$ cat src/rtl/line_fetch_bcd.sv
// line_fetch_bcd: per-text-row fetch of binary values from a sync RAM,
// double-dabble conversion to BCD digit codes, packing into a back buffer
// and an atomic swap onto lineout. Row changes abort and restart a fill.
module line_fetch_bcd #(
   parameter int N            = 10,
   parameter int DIGITS       = 3,
   parameter int HCHAR        = 48,
   parameter int VCHAR        = 18,
   parameter int L            = 60,
   parameter int ADR_BITS     = 6,
   parameter int FONTVLENLOG2 = 5,
   parameter int LZB          = 0
) (
   input  logic                  clk,
   input  logic                  RST,
   input  logic [10:0]           vcnt,
   input  logic [2:0]            page,
   output logic [ADR_BITS-1:0]   rdadd,
   output logic                  rd_en,
   input  logic [N-1:0]          rdata,
   output logic [4*HCHAR-1:0]    lineout,
   output logic                  busy,
   output logic                  done
);

   localparam int VPL = HCHAR / DIGITS;
   localparam int W   = 4 * HCHAR;
   localparam int DW  = 4 * DIGITS;
   localparam int AW  = ADR_BITS + 8;
   localparam int KW  = $clog2(VPL + 1);
   localparam int CW  = $clog2(N + 1);

   typedef enum logic [2:0] {S_IDLE, S_REQ, S_WAIT, S_CONV, S_STORE, S_SWAP} state_t;

   state_t              state_q;
   logic [4:0]          row_q;
   logic                rowok_q;
   logic [AW-1:0]       base_q;
   logic [KW-1:0]       k_q;
   logic [ADR_BITS-1:0] rdadd_q;
   logic                rd_en_q;
   logic                inrng_q;
   logic [N-1:0]        sr_q;
   logic [DW-1:0]       bcd_q;
   logic                ovf_q;
   logic                blank_q;
   logic [CW-1:0]       cnt_q;
   logic [W-1:0]        back_q;
   logic [W-1:0]        lineout_q;
   logic                busy_q;
   logic                done_q;

   logic [4:0]          row;
   logic                row_ok;
   logic [AW-1:0]       a_start;
   logic [AW-1:0]       a_next;
   logic                unused_ok;

   assign row       = vcnt[FONTVLENLOG2 +: 5];
   assign row_ok    = int'(row) < VCHAR;
   assign a_start   = AW'(page) * AW'(VCHAR * VPL) + AW'(row) * AW'(VPL);
   assign a_next    = base_q + AW'(k_q) + AW'(1);
   assign unused_ok = ^vcnt;

   assign rdadd   = rdadd_q;
   assign rd_en   = rd_en_q;
   assign lineout = lineout_q;
   assign busy    = busy_q;
   assign done    = done_q;

   // one shift-add-3 step: adjust digits >=5, then shift in the next binary bit
   logic [DW-1:0] bcd_adj;
   logic [DW-1:0] bcd_sh;
   logic          carry;
   always_comb begin
      bcd_adj = bcd_q;
      for (int i = 0; i < DIGITS; i++) begin
         if (bcd_q[4*i +: 4] >= 4'd5) bcd_adj[4*i +: 4] = bcd_q[4*i +: 4] + 4'd3;
      end
      bcd_sh = {bcd_adj[DW-2:0], sr_q[N-1]};
      carry  = bcd_adj[DW-1];
   end

   // digit codes for the value being stored: blank, overflow, or (blanked) BCD
   logic [DW-1:0] dig;
   logic          lead;
   int            lo_idx;
   always_comb begin
      dig  = bcd_q;
      lead = 1'b1;
      if (LZB != 0) begin
         // the units digit is never blanked so a zero value still shows "0"
         for (int i = DIGITS - 1; i > 0; i--) begin
            if (lead && dig[4*i +: 4] == 4'd0) dig[4*i +: 4] = 4'hF;
            else lead = 1'b0;
         end
      end
      if (ovf_q)   dig = {DIGITS{4'hE}};
      if (blank_q) dig = '1;
      lo_idx = W - DW * (int'(k_q) + 1);
   end

   // fill FSM; a row change in any state restarts the fill from k=0
   always_ff @(posedge clk) begin
      if (RST) begin
         state_q   <= S_IDLE;
         row_q     <= 5'h1F;
         rowok_q   <= 1'b0;
         base_q    <= '0;
         k_q       <= '0;
         rdadd_q   <= '0;
         rd_en_q   <= 1'b0;
         inrng_q   <= 1'b0;
         sr_q      <= '0;
         bcd_q     <= '0;
         ovf_q     <= 1'b0;
         blank_q   <= 1'b0;
         cnt_q     <= '0;
         back_q    <= '1;
         lineout_q <= '1;
         busy_q    <= 1'b0;
         done_q    <= 1'b0;
      end else begin
         done_q  <= 1'b0;
         rd_en_q <= 1'b0;
         if (row != row_q) begin
            // request for k=0 is set up here so rd_en is high during REQ
            row_q   <= row;
            rowok_q <= row_ok;
            base_q  <= a_start;
            k_q     <= '0;
            back_q  <= '1;
            busy_q  <= 1'b1;
            state_q <= S_REQ;
            inrng_q <= row_ok && (a_start < AW'(L));
            if (row_ok && (a_start < AW'(L))) begin
               rd_en_q <= 1'b1;
               rdadd_q <= a_start[ADR_BITS-1:0];
            end
         end else begin
            case (state_q)
               S_IDLE: ;
               S_REQ: begin
                  if (inrng_q) state_q <= S_WAIT;
                  else begin
                     blank_q <= 1'b1;
                     state_q <= S_STORE;
                  end
               end
               S_WAIT: begin
                  sr_q    <= rdata;
                  bcd_q   <= '0;
                  ovf_q   <= 1'b0;
                  blank_q <= 1'b0;
                  cnt_q   <= '0;
                  state_q <= S_CONV;
               end
               S_CONV: begin
                  sr_q  <= {sr_q[N-2:0], 1'b0};
                  bcd_q <= bcd_sh;
                  if (carry) ovf_q <= 1'b1;
                  cnt_q <= cnt_q + CW'(1);
                  if (cnt_q == CW'(N - 1)) state_q <= S_STORE;
               end
               S_STORE: begin
                  back_q[lo_idx +: DW] <= dig;
                  k_q <= k_q + KW'(1);
                  if (k_q == KW'(VPL - 1)) state_q <= S_SWAP;
                  else begin
                     state_q <= S_REQ;
                     inrng_q <= rowok_q && (a_next < AW'(L));
                     if (rowok_q && (a_next < AW'(L))) begin
                        rd_en_q <= 1'b1;
                        rdadd_q <= a_next[ADR_BITS-1:0];
                     end
                  end
               end
               S_SWAP: begin
                  lineout_q <= back_q;
                  done_q    <= 1'b1;
                  busy_q    <= 1'b0;
                  state_q   <= S_IDLE;
               end
               default: state_q <= S_IDLE;
            endcase
         end
      end
   end

endmodule
$ cat config.mk
export PLATFORM = sky130hd
export DESIGN_NAME = line_fetch_bcd
export DESIGN_NICKNAME = d
export VERILOG_FILES = /design/src/rtl/line_fetch_bcd.sv
export SDC_FILE = /design/constraint.sdc
export NUM_CORES = 1
export LEC_CHECK = 0
export ABC_AREA = 1
export BUFFER_PORTS_ARGS = -buffer_cell sky130_fd_sc_hd__clkbuf_2
export CAP_MARGIN = 20
export CORE_AREA = 2 2 192 194
export DETAILED_ROUTE_END_ITERATION = 10
export DIE_AREA = 0 0 194 196
export PLACE_DENSITY = 0.77
export SYNTH_ARGS = -nofsm -noshare
export SYNTH_HDL_FRONTEND = slang
export SYNTH_SLANG_ARGS = --single-unit
export TNS_END_PERCENT = 10
$ cat constraint.sdc
create_clock -name clk -period 4.57 [get_ports clk]
set_input_delay 0.2285 -clock clk [delete_from_list [all_inputs] [get_ports clk]]
set_output_delay 0.2285 -clock clk [all_outputs]
set_load 0.02 [all_outputs]
==> impl_metrics.env <==
export IMPL_status="finished, final reports clean"
export IMPL_io_pins=227
export IMPL_cpPeakStageDelay_ps=490
export IMPL_yosysTopAreaCellShare=0.474
export IMPL_gp_congestion=1.02
export IMPL_fp_row_count=70
export IMPL_grt_max_degree=193
export IMPL_hold_ws_ps=38.7
export IMPL_die_w_um=194
export IMPL_cp_slowest_cell="or4_4"
export IMPL_cpMostUsedCell="nand2_2"
export IMPL_cts_tree="yes"
export IMPL_yosysSeqAreaShare=0.474
export IMPL_sw_frac_of_total=0.216
export IMPL_netlist_area_sq_mm=0.0187
export IMPL_synthTopCellsByArea="dfxtp_1 (47%), nand2_1 (17%), nand3_1 (10%)"
export IMPL_clockBufferDepth=3
export IMPL_drt_iter0_drc=1596
export IMPL_hold_viol=0
export IMPL_required_ps=4990
export IMPL_stdcell_count=3330
export IMPL_drive_above_1_share=0.220
export IMPL_arrival_ps=4910
export IMPL_clock_skew_ps=16.4
export IMPL_fin_crit_ps=4490
export IMPL_ir_worst_vdd_uv=314
export IMPL_drv_cap=0
export IMPL_initial_core_util=0.519
export IMPL_fmax_mhz=223
export IMPL_cts_buffers=45
export IMPL_grt_pass1_vias=17300
export IMPL_p_comb_frac=0.021
export IMPL_synthesis_nets=2582
export IMPL_cp_end_kind="flip-flop"
export IMPL_nets=2883
export IMPL_dp_hpwl_um=42600
export IMPL_yosysMostFrequentCell="nand2_1"
export IMPL_drc=0
export IMPL_dp_cells=3214
export IMPL_portBuffers=220
export IMPL_hp_class="in2reg"
export IMPL_p_seq_frac=0.500
export IMPL_syn_mean_instance_area_sq_um=7.42
export IMPL_nFillCells=3116
export IMPL_finalWirelength_um=60800
export IMPL_insertedDiodeCount=0
export IMPL_die_area_sq_mm=0.0380
export IMPL_async_flop_share=0
export IMPL_period_share=0.982
export IMPL_power_density_mw_per_mm2=333
export IMPL_clockRootBuffer="clkbuf_16"
export IMPL_drtPass1Iterations=8
export IMPL_syn_inst=2527
export IMPL_synth_main_ff_cell="dfxtp_1"
export IMPL_path_max_fanout=8
export IMPL_start_kind="flip-flop"
export IMPL_ys_ff_latch=444
export IMPL_clock_power_share=0.478
export IMPL_clk_pin_slew_ps=60
export IMPL_final_util=0.647
export IMPL_maxSlewViolCount=0
export IMPL_worstMarginPinSlew_ps=1090
export IMPL_synthTopCellsByCount="nand2_1 (850), dfxtp_1 (444), nand3_1 (386), inv_1 (118), clkbuf_1 (110)"
export IMPL_areaGrowthSynthToFinish_pct=24.5
export IMPL_p_leak_nw=11.1
export IMPL_yosys_area_top_type="dfxtp_1"
export IMPL_core_area_sq_mm=0.0361
export IMPL_viasPerCell=5.58
export IMPL_antenna_found_initial=0
export IMPL_track_usage=0.306
export IMPL_clock_latency_ps=590
export IMPL_postRouteAntennaNets=0
export IMPL_cts_sinks=444
export IMPL_path_class="reg2reg"
export IMPL_die_y_um=196
export IMPL_synth_cell_types=55
export IMPL_intPower_mw=6.09
export IMPL_gr_total_overflow=0
export IMPL_vias=18600
export IMPL_grt_pass1_wl_um=93000
export IMPL_multiInputGateArea_sq_mm=0.00938
export IMPL_p_sw_mw=1.68
export IMPL_regArea_sq_mm=0.00889
export IMPL_ctsHtreeMaxLevel=2
export IMPL_setup_violations=0
export IMPL_slew_headroom=0.270
export IMPL_rsz0062_at_grt="yes"
export IMPL_avgRoutedWirePerCell_um=18.3
export IMPL_ys_warn_count=0
export IMPL_synth_edf_count=0
-- worst paths after layout --
path         startpoint     endpoint  slack, ps  cells after the start
max              k_q[0]  back_q[191]         80                     33
min             page[1]    base_q[9]         40                      3
max reg2reg      k_q[0]  back_q[191]         80                     33
min reg2reg    rdadd[4]     rdadd[4]        450                      2
-- sequential cells by signal (all words and copies together), names as in the netlist, 3 cells and up --
register,cells
row_q,5
base_q,8
back_q,192
rdadd,6
k_q,5
bcd_q,12
state_q,3
lineout,192
cnt_q,4
sr_q,10
-- through the flow --
step           total power [mW]  TNS [ps]  worst slack, ps  instance area (sq um)
5_1_grt                    7.95    -12450             -136                  23300
2_1_floorplan              4.07         0             12.5                  18700
3_5_place_dp               4.13    -14650             -201                  20900
3_3_place_gp               4.12     -2810            -87.7                  20900
4_1_cts                    7.80         0             2.89                  22800
6_report                   7.77         0             81.0                  23300
-- power by group through the flow --
stage / combinational [mW] / clock [mW] / sequential [mW]
4_1_cts: 0.164 / 3.75 / 3.89
3_5_place_dp: 0.153 / 0 / 3.98
3_3_place_gp: 0.149 / 0 / 3.97
2_1_floorplan: 0.0989 / 0 / 3.98
6_report: 0.166 / 3.72 / 3.89
5_1_grt: 0.182 / 3.88 / 3.89
-- critical path: cells and delay by family, from the launching register on --
| family | cells | cell delay [ps] |
|---|---|---|
| buffers and inverters | 3 | 200 |
| adder cells (fa/ha/maj) | 3 | 630 |
| AND/OR/NAND/NOR | 25 | 2890 |
| flip-flops | 1 | 360 |
| AO/OA/AOI/OAI | 2 | 220 |
-- final cells by class --
class | count | area share
clock buffers | 69 | 0.0578
clock inverters | 12 | 0.00638
inverters | 144 | 0.0241
multi-input cells | 1814 | 0.402
flip-flops and latches | 444 | 0.381
well taps | 468 | 0.0251
repair buffers | 379 | 0.104
-- routing by layer --
layer / share of wire / track usage
met1: 0.41 / 0.393
met2: 0.48 / 0.508
met3: 0.064 / 0.0421
met4: 0.046 / 0.151
met5: 0 / 0
-- what timing repair did --
action,in CTS,in global routing
gates resized for setup,33,101
setup endpoints to repair,171,192
endpoints found under the hold margin,16,0
hold buffers,16,0
setup buffers,7,11
pin swaps,17,59
-- cells in the final DEF, fill, tap and decap left out, types with 5 or more instances in the layout --
master | Yosys | final
dlygate4sd3_1 | 0 | 16
clkbuf_16 | 0 | 46
nand3b_1 | 6 | 6
buf_6 | 2 | 6
clkbuf_8 | 0 | 11
a211oi_1 | 11 | 11
nand3_2 | 4 | 12
a31oi_1 | 12 | 12
o211ai_1 | 75 | 75
nor2_1 | 96 | 86
nand3_4 | 2 | 8
nand2_1 | 850 | 814
inv_1 | 118 | 108
dfxtp_1 | 444 | 441
o22ai_1 | 15 | 15
buf_12 | 0 | 5
nand4_1 | 23 | 23
nand3_1 | 386 | 372
nand2_4 | 3 | 23
inv_2 | 20 | 26
nand2_2 | 41 | 57
clkbuf_2 | 0 | 220
xor2_1 | 13 | 13
nor4_1 | 7 | 6
o21ai_0 | 65 | 65
buf_4 | 5 | 132
o21ai_1 | 27 | 26
ha_1 | 28 | 18
nor3_1 | 11 | 11
nor2_4 | 8 | 19
nor2_2 | 13 | 12
a21oi_1 | 81 | 78
ha_4 | 0 | 10
clkbuf_1 | 110 | 12
-- logic make-up after synthesis --
kind of cell / count (synthesis) / synth area share
adders and majority gates: 29 / 0.0198
buffers and inverters: 269 / 0.0560
DFF: 444 / 0.474
and+or+nand+nor: 1463 / 0.344
xor gates and xnor gates: 14 / 0.00654
AOI/OAI and AO/OA: 308 / 0.0999
No activity file was read; power rests on OpenSTA's default activity.
